<file path="src/rtl/seq_det_pkg.sv">
// Shared types for the parametrised serial sequence detector.
package seq_det_pkg;

    typedef enum logic [1:0] {
        ST_IDLE   = 2'd0,
        ST_SEARCH = 2'd1,
        ST_DONE   = 2'd2
    } seq_state_t;

endpackage

</file>
<file path="src/rtl/sat_counter.sv">
// Saturating up-counter with synchronous clear; sat flags the all-ones value.
module sat_counter #(
    parameter int unsigned CNT_W = 8
) (
    input  logic             clk,
    input  logic             rst,
    input  logic             clr,
    input  logic             inc,
    output logic [CNT_W-1:0] count,
    output logic             sat
);

    logic [CNT_W-1:0] count_q;
    logic [CNT_W-1:0] count_d;

    always_comb begin
        count_d = count_q;
        if (clr) begin
            count_d = '0;
        end else if (inc && !(&count_q)) begin
            count_d = count_q + 1'b1;
        end
    end

    always_ff @(posedge clk) begin
        if (rst) begin
            count_q <= '0;
        end else begin
            count_q <= count_d;
        end
    end

    assign count = count_q;
    assign sat   = &count_q;

endmodule

</file>
<file path="src/rtl/seq_detector_param.sv">
// Serial bit-pattern detector: Moore FSM comparing the last PAT_LEN enabled bits
// against a loadable pattern, with overlap/single-shot modes and a match counter.
module seq_detector_param
    import seq_det_pkg::*;
#(
    parameter int unsigned PAT_LEN = 4,
    parameter int unsigned CNT_W   = 8
) (
    input  logic               clk,
    input  logic               rst,
    input  logic               en,
    input  logic               w,
    input  logic               arm,
    input  logic               single_shot,
    input  logic               overlap,
    input  logic               load_pat,
    input  logic [PAT_LEN-1:0] pat_in,
    output logic               z,
    output logic               busy,
    output logic               done,
    output logic [CNT_W-1:0]   match_count,
    output logic               count_sat
);

    localparam int unsigned FILL_W = $clog2(PAT_LEN);
    localparam logic [FILL_W-1:0] FILL_MAX = FILL_W'(PAT_LEN - 1);

    seq_state_t         state_q, state_d;
    logic [PAT_LEN-1:0] pat_q, pat_d;
    logic [PAT_LEN-2:0] hist_q, hist_d;
    logic [FILL_W-1:0]  fill_q, fill_d;
    logic               z_q;

    logic [PAT_LEN-1:0] win;
    logic               sample;
    logic               hit;
    logic               clr;

    // load_pat and arm both outrank the data bit, so a bit on those edges is dropped.
    always_comb begin
        win    = {hist_q, w};
        sample = (state_q == ST_SEARCH) && en && !load_pat && !arm;
        hit    = sample && (fill_q == FILL_MAX) && (win == pat_q);
    end

    always_comb begin
        state_d = state_q;
        pat_d   = pat_q;
        hist_d  = hist_q;
        fill_d  = fill_q;
        clr     = 1'b0;
        if (load_pat) begin
            pat_d  = pat_in;
            hist_d = '0;
            fill_d = '0;
        end else if (arm) begin
            state_d = ST_SEARCH;
            hist_d  = '0;
            fill_d  = '0;
            clr     = 1'b1;
        end else if (sample) begin
            hist_d = win[PAT_LEN-2:0];
            if (hit && !overlap) begin
                fill_d = '0;
            end else if (fill_q != FILL_MAX) begin
                fill_d = fill_q + 1'b1;
            end
            if (hit && single_shot) begin
                state_d = ST_DONE;
            end
        end
    end

    always_ff @(posedge clk) begin
        if (rst) begin
            state_q <= ST_IDLE;
            pat_q   <= '0;
            hist_q  <= '0;
            fill_q  <= '0;
            z_q     <= 1'b0;
        end else begin
            state_q <= state_d;
            pat_q   <= pat_d;
            hist_q  <= hist_d;
            fill_q  <= fill_d;
            z_q     <= hit;
        end
    end

    sat_counter #(
        .CNT_W(CNT_W)
    ) u_sat_counter (
        .clk  (clk),
        .rst  (rst),
        .clr  (clr),
        .inc  (hit),
        .count(match_count),
        .sat  (count_sat)
    );

    assign z    = z_q;
    assign busy = (state_q == ST_SEARCH);
    assign done = (state_q == ST_DONE);

endmodule

</file>
<file path="config.mk">
export PLATFORM = sky130hd
export DESIGN_NAME = seq_detector_param
export DESIGN_NICKNAME = d
export VERILOG_FILES = /design/src/rtl/seq_det_pkg.sv /design/src/rtl/sat_counter.sv /design/src/rtl/seq_detector_param.sv
export SDC_FILE = /design/constraint.sdc
export NUM_CORES = 1
export LEC_CHECK = 0
export ABC_AREA = 1
export BUFFER_PORTS_ARGS = -buffer_cell sky130_fd_sc_hd__clkbuf_2
export CAP_MARGIN = 25
export CORE_MARGIN = 10
export CORE_UTILIZATION = 53
export DETAILED_ROUTE_END_ITERATION = 6
export GPL_ROUTABILITY_DRIVEN = 1
export PLACE_DENSITY = 0.83
export SETUP_SLACK_MARGIN = 0.15
export SLEW_MARGIN = 5
export SYNTH_ARGS = -nofsm -noshare
export SYNTH_HDL_FRONTEND = slang
export SYNTH_HIERARCHICAL = 1
export SYNTH_SLANG_ARGS = --single-unit
</file>
<file path="constraint.sdc">
create_clock -name clk -period 1.8 [get_ports clk]
set_input_delay 0.09 -clock clk [delete_from_list [all_inputs] [get_ports clk]]
set_output_delay 0.09 -clock clk [all_outputs]
set_load 0.02 [all_outputs]
</file>
==> results summary, run 1 <==
The first detailed-routing pass took 4 iterations. The count of pins on the block boundary is 24. The cell area reported after detailed placement is 1249 um^2.

The capturing element type of the critical path is a flip-flop. The aggregate global routing overflow is 0. The data required time at the worst endpoint came out at 2.03 ns. The maximum clock insertion buffer count came out at 2.

Max-cap violations in this run came to 0. The number of H-tree branching levels came out at 1. The number of DRC markers after the initial detailed-route iteration is 59. The share of the Yosys chip area taken by registers is 0.3591. The via count of the first global-routing pass came out at 1084.

The endpoint of the worst hold-timing path is pat_q[3]. Dividing the detail-routed wire length by the instance count gives 13.41 um. The Yosys step of the flow raised 6 warnings. From synthesis to final layout, the design area changed by 33.67%.

The reg-to-reg setup timing slack came out at 0.19 ns. The sequential cells in the finished layout cover a total of 411.6 um^2. The total count of hold-check failures in the final report came out at 0. After synthesis, the cell types taking the most area are dfxtp_1 36%, nand2_1 12%, inv_1 9.1%. Clock-pin slew was measured on the worst setup and hold paths at 0.12 ns. The tree is rooted in a clkbuf_4.

The floorplan core area came out at 1982 um^2. The endpoint of the lowest-slack register-to-register path is fill_q[0]. Counting cells, the worst reg-to-reg path comes to 12.

The highest net fanout along the worst path came out at 3. Hold repair after CTS inserted 0 buffers. The proportion of layout cells with a drive suffix above 1 came out at 0.4115. The maximum clock rate came out at 0.6216 GHz. The die is 65.87 um wide. The global router's overall resource usage came out at 0.1299. The first global-routing pass estimated 4636 um of wire. Once placement completed, the tool counted placed cells totaling ~210.

The finished layout cell area is 1490 um^2. In this run the tightest slew margin relative to its limit is 0.6847. Between clock sinks in the finished design, the worst skew comes to between 0.003 and 0.004 ns. The final layout contains routed wiring with a total length of 3164 um.

The initial standard-cell utilization of the core is 0.5625. The class of the worst hold path is primary input to flip-flop. The shortest period the worst path allows came out at 1.609 ns. TritonCTS built the clock tree. The critical path data arrival time is 1.84 ns. The total power draw came out at 0.8054 mW.

At the later pin of the worst-skew pair, clock insertion delay measures 0.29 ns. The floorplan step defined a die boundary enclosing 4338 um^2. The area of the multi-input gates is 638.1 um^2.

Counting every sink on the clock net gives 20. The final-layout fill cell count came out at 153. For this run, design rule violations remaining after detail routing come to 0. Setup repair after global routing left no endpoint under its margin.

The number of antenna cells inserted came out at 0. The kind of start point of the critical path is a flip-flop. The run finished with clean final reports.

The total of buffers placed on input and output ports came out at 23. The share of synthesized area in the top cell type comes to 0.3591. The total number of nets in the final design is 224. The worst setup path is of the flip-flop to flip-flop kind. The transition time at the pin with the least slew margin came out at around 0.47 ns. In the finished design, the share of the clock period the worst path needs comes to 0.8938. The startpoint of the lowest-slack hold path is pat_in[3]. Along the worst hold path, the cell count comes to 3. Across the VDD grid, the largest voltage drop is 0.4293 mV. The synthesized cell area came out at 1115 um^2. After synthesis, the netlist uses 25 different library cells. The per-instance average area after synthesis came out at 6.716 um^2. The net count after synthesis came out at 180. The detail route stage leaves a number of antenna-violating nets equal to 0. Routability-driven placement finished with a final weighted congestion of between 0.8 and 0.9.

The height of the die is 65.87 um. The max-slew violation count is 0. The post-route setup TNS came out at 0 ns. The reported leakage power is 0.6876 nW. The number of antenna violations at the first check in global routing came out at 0. The half-perimeter wire length after detailed placement came out at 1962 um. The largest total area in the synthesized netlist belongs to dfxtp_1. The number of CTS-inserted buffers is 3. The launch instance of the worst register-to-register path is fill_q[1]. The total via count in the routed design is 1220. The post-route non-filler standard cell count came out at 236.

After detailed routing, the number of vias per cell comes to 5.169. The number of instances in the synthesized netlist came out at 166. The register bit total from synthesis came out at 20.

The floorplan has 16 rows. The power per cell area is 540.5 nW/um^2. The worst hold slack is around 0.038 ns. Setup violations remaining at the end of the flow were counted as 0.

The pin count of the biggest net entering global routing came out at 12.
[power by group]
| part | total, mW | switching [mW] | internal [mW] |
|---|---|---|---|
| logic | 0.0875 | 0.0563 | 0.0311 |
| clock network | 0.261 | 0.138 | 0.123 |
| registers | 0.457 | 0.00532 | 0.451 |
[worst max-delay path, cell delays in order (launching register included)]
cell	delay, ns
dfxtp_2	0.36
ha_4	0.16
o21ai_1	0.17
nor3_4	0.06
buf_4	0.14
buf_4	0.13
buf_4	0.12
buf_4	0.12
nand3_1	0.05
nand3_1	0.06
nand2_1	0.06
inv_1	0.04
nor2_1	0.07
[kinds of logic after synthesis]
logic type               synth area share
adder cells (fa/ha/maj)           0.02244
AND/OR/NAND/NOR                    0.3816
flip-flops                         0.3591
AO/OA/AOI/OAI                      0.1156
buffers and inverters              0.1212
[area by class of cell]
| class | count | area share |
|---|---|---|
| multi-input combinational | 113 | 0.4282 |
| timing repair buffer | 42 | 0.1730 |
| clock buffer | 4 | 0.02435 |
| sequential | 20 | 0.2762 |
| tap | 27 | 0.02267 |
| inverter | 30 | 0.07557 |
[how the worst max path moves through the flow]
| stage | from | endpoint | slack, ns | cells after the start |
|---|---|---|---|---|
| finish | fill_q[1] | fill_q[0] | 0.19 | 12 |
| CTS | u_sat_counter/count[0] | count_sat | 0.14 | 6 |
| floorplan | fill_q[0] | u_sat_counter/count[5] | 0.19 | 13 |
| global placement | fill_q[0] | u_sat_counter/count[5] | 0.19 | 12 |
| global route | fill_q[0] | u_sat_counter/count[3] | 0.11 | 11 |
| detailed placement | fill_q[1] | u_sat_counter/count[5] | 0.11 | 12 |
[cell usage in the layout (no fill, tap or decap), types with 2 or more instances in the layout]
cell type,count
nor2_4,2
inv_2,4
dfxtp_1,11
o21ai_0,5
clkbuf_4,3
nand2_1,28
nor2_1,22
a211oi_1,4
buf_4,19
nor2_2,5
nand3_1,10
nor3_1,2
dfxtp_2,9
inv_1,26
nand2_2,11
clkbuf_2,23
a21oi_1,12
[repair_timing]
action,CTS,global route
pin swaps,5,7
setup buffers,10,8
gates resized for setup,6,22
endpoints found under the setup margin,3,9
endpoints found under the hold margin,0,0
[registers in the layout, summed over array words and instances, names as in the netlist]
| signal | cells |
|---|---|
| z | 1 |
| fill_q | 2 |
| pat_q | 4 |
| hist_q | 3 |
| state_q | 2 |
| u_sat_counter/count | 8 |
[per-layer routing]
layer  GRT usage  share of wire
met5           0              0
met4     0.03209          0.012
met3     0.04915          0.062
met2      0.2258           0.52
met1      0.1446           0.41
[synth_stat cells, drive strengths merged]
cell / instances
nand2: 39
o21ai: 6
clkbuf: 1
dfxtp: 20
nand3b: 2
nor3: 4
a21oi: 13
nand4: 1
nor2: 30
ha: 2
a211oi: 4
buf: 2
inv: 30
nand3: 12
[through the flow]
| step | utilization | setup slack [ns] |
|---|---|---|
| after floorplan | - | 0.1861 |
| after detailed placement | 0.6301 | 0.1057 |
| final | 0.7519 | 0.1912 |
| after global routing | 0.7519 | 0.1050 |
| after global placement | 0.6301 | 0.1883 |
| after CTS | 0.6951 | 0.1449 |
(Power assumes the default switching activity.)
==> run 2, diff against run 1 <==
--- a/config.mk
+++ b/config.mk
@@ -6,7 +6,7 @@
 export NUM_CORES = 1
 export LEC_CHECK = 0
 export ABC_AREA = 1
-export BUFFER_PORTS_ARGS = -buffer_cell sky130_fd_sc_hd__clkbuf_2
+export BUFFER_PORTS_ARGS = -buffer_cell sky130_fd_sc_hd__buf_2
 export CAP_MARGIN = 25
 export CORE_MARGIN = 10
 export CORE_UTILIZATION = 53
==> run 2 against run 1 <==
Effect of this change: register-to-register slack got worse by 0.02 ns; first-iteration DRC count fell by 36%; maximum frequency fell by 1.1%; combinational power fell by 3.2%; via count fell by 3.1%; largest cell class unchanged; largest power group unchanged; highest routed layer unchanged.
==> results summary, run 2 (synthesized netlist as in run 1, its figures left out) <==
The power per cell area came out at 557.6 nW/um^2. The DRC violation count after routing came out at 0. Setup violations remaining at the end of the flow were counted as 0. The number of violations of the max-capacitance limit is 0. The count of pins on the block boundary came out at 24. Leaving out fill and tap cells, the most frequent cell in the layout is nand2_1.

The number of H-tree branching levels came out at 1. The worst hold path belongs to the class primary input to flip-flop. The total count of hold-check failures in the final report was 0. The transition time at the pin with the least slew margin came out at around 0.53 ns.

Counting the fill cells in the layout gives ~150. Setup repair after global routing could not meet its margin everywhere. The most repeated library cell on the critical path is nand2_1. The height of the die came out at 65.87 um.

At the worst endpoint, the required time is 2.01 ns. The number of CTS-inserted buffers came out at 3. Of all nets on the critical path, the largest fanout is 3. The flip-flop count of the largest register after layout is 8. The core region is 1982 um^2. The x dimension of the die came out at 65.87 um. The net switching power is 0.2023 mW. After legalization and detailed placement, the total HPWL measured just under 2000 um. The wire length of the first global-routing pass is roughly 4400 um. Together, buffers and inverters on the worst path number 2. The placement row count is 16. The aggregate global routing overflow came out at 0.

The net count of the finished layout is 221. The ratio of routed vias to standard cells is approximately 5.1. In this run the tool buffered the top-level ports with 23 buffer cells. The largest single stage delay on the critical path is around 0.38 ns.

Dividing the detail-routed wire length by the instance count gives 12.73 um. The CTS root buffer is clkbuf_4. Counting along the longest clock path gives a buffer depth of 2.

The number of DRC markers after the initial detailed-route iteration is 38. The weighted congestion at the end of routability-driven global placement came out at 0.8802. The initial standard-cell utilization of the core is 0.5625. The register share of total power is 0.565. TritonCTS built the clock tree. The reported leakage power came out at between 0.6 and 0.7 nW. In this design, the largest share of critical-path delay is due to simple AND/OR/NAND/NOR gates.

The count of nets left with antenna violations after detail routing came out at 0. The share of the cycle needed by the critical path after routing is 0.9038. The maximum clock rate is 0.6147 GHz. After routing, the total negative slack on setup checks comes to 0 ns. The full die area is between 4000 and 5000 um^2.

The internal power consumption is 0.6055 mW. Across every metal layer, demand over resource in global routing totals 0.1237. The clock sink count came out at 20. The max-slew violation count is 0. In the final layout, the share of cells above drive strength 1 is 0.3786. The switching share of power is 0.2504. The via count of the first global-routing pass is roughly 1100. The critical path goes through ha_4 -> o21ai_2 -> nor3_2 -> nand2_1 -> inv_2 -> nand2_2 -> nor2_2 -> buf_4 -> nand3_1 -> nand2_1 -> nor2_1. The clock group share of total power is 0.330.

The total via count in the routed design is ~1200. The kind of start point of the critical path is a flip-flop. The number of antenna cells inserted came out at 0. The worst pin sits at a relative slew slack of 0.6442. Among all stages on the critical path, the largest delay is contributed by dfxtp_2. The final design utilization is 0.7311. The CTS clock-pin slew for the worst setup and hold paths is 0.11 ns. The pin count of the biggest net entering global routing came out at 12. Of the total power, combinational logic draws 0.105. The worst setup path is of the flip-flop to flip-flop kind. The capturing element type of the critical path is a flip-flop.

In the layout the commonest cells are 33 x nand2_1, 25 x inv_1, 23 x nor2_1, 23 x buf_2, 16 x buf_4. The clock reaches the later pin of the worst-skew pair after 0.31 ns. The worst setup skew after layout came out at 0.001888 ns. Across the VDD grid, the largest voltage drop is 0.4588 mV. The flow ran to the end, and the final reports show no timing, DRC or antenna violations.

The number of detailed-routing iterations run before antenna repair came out at 4. From synthesis to final layout, the design area changed by 29.97%. At the worst endpoint, the arrival time is 1.84 ns. The number of antenna violations at the first check in global routing came out at 0.

The shortest period the worst path allows is 1.627 ns. Summed over all layers, the routed wires come to 2966 um.
==> run 2: cell types whose count changed in the layout (fill, tap and decap cells not counted), sizes merged <==
| cell | before | now |
|---|---|---|
| clkbuf | 27 | 4 |
| buf | 19 | 39 |
==> run 2: area by class of cell <==
type	instances	area (um^2)	share of cell area
inverter	30	112.6	0.07772
timing repair buffer	39	235.2	0.1623
tap	27	33.78	0.02332
multi-input combinational	113	620.6	0.4283
clock buffer	4	36.28	0.02504
sequential	20	410.4	0.2832
==> run 2: timing repair <==
action | 4_1_cts | 5_1_grt
gates resized for setup | 6 | 16
endpoints found under the hold margin | 0 | 0
buffers inserted | 2 | 13
hold buffers | 0 | 0
pin swaps | 3 | 9
endpoints found under the setup margin | 5 | 7
==> run 2: layer usage <==
metal  vias up  part of all wire  track usage
met5         -                 0            0
met4         0             0.037      0.08556
met3        10             0.060      0.04407
met2        37              0.48       0.2029
li1        599                 -            -
met1       536              0.42       0.1291
==> run 2: worst paths after layout <==
| kind | from | to | slack (ns) | cells past startpoint |
|---|---|---|---|---|
| worst min-delay path | pat_in[2] | pat_q[2] | 0.05 | 3 |
| worst min register to register | pat_q[1] | pat_q[1] | 0.48 | 2 |
| worst max-delay path | fill_q[1] | u_sat_counter/count[3] | 0.17 | 11 |
| worst max register to register | fill_q[1] | u_sat_counter/count[3] | 0.17 | 11 |
==> run 2: through the flow <==
| step | cells | instance area (um^2) | worst slack, ns | hold WS [ns] | total power [mW] |
|---|---|---|---|---|---|
| after detailed placement | 214 | 1249 | 0.07616 | 0.3819 | 0.5410 |
| after CTS | 220 | 1318 | 0.1637 | 0.04903 | 0.8043 |
| after global placement | 214 | 1249 | 0.1884 | 0.3695 | 0.5375 |
| after global routing | 233 | 1449 | 0.02237 | 0.04467 | 0.8397 |
| after floorplan | 166 | 1115 | 0.1861 | 0.2432 | 0.5134 |
| final | 233 | 1449 | 0.1732 | 0.04632 | 0.8079 |
==> run 2: power by group through the flow <==
stage / registers, mW / logic (mW) / clock network [mW]
2_1_floorplan: 0.465 / 0.0489 / 0
3_3_place_gp: 0.465 / 0.0722 / 0
3_5_place_dp: 0.466 / 0.0755 / 0
4_1_cts: 0.455 / 0.0762 / 0.273
5_1_grt: 0.458 / 0.0931 / 0.289
6_report: 0.456 / 0.0847 / 0.267
==> run 2: worst reg2reg max path, cell delays in order (launching register included) <==
cell and delay (ns):
dfxtp_2 0.38, ha_4 0.15, o21ai_2 0.06, nor3_2 0.19, nand2_1 0.13, inv_2 0.11, nand2_2 0.07, nor2_2 0.12
buf_4 0.13, nand3_1 0.08, nand2_1 0.07, nor2_1 0.05
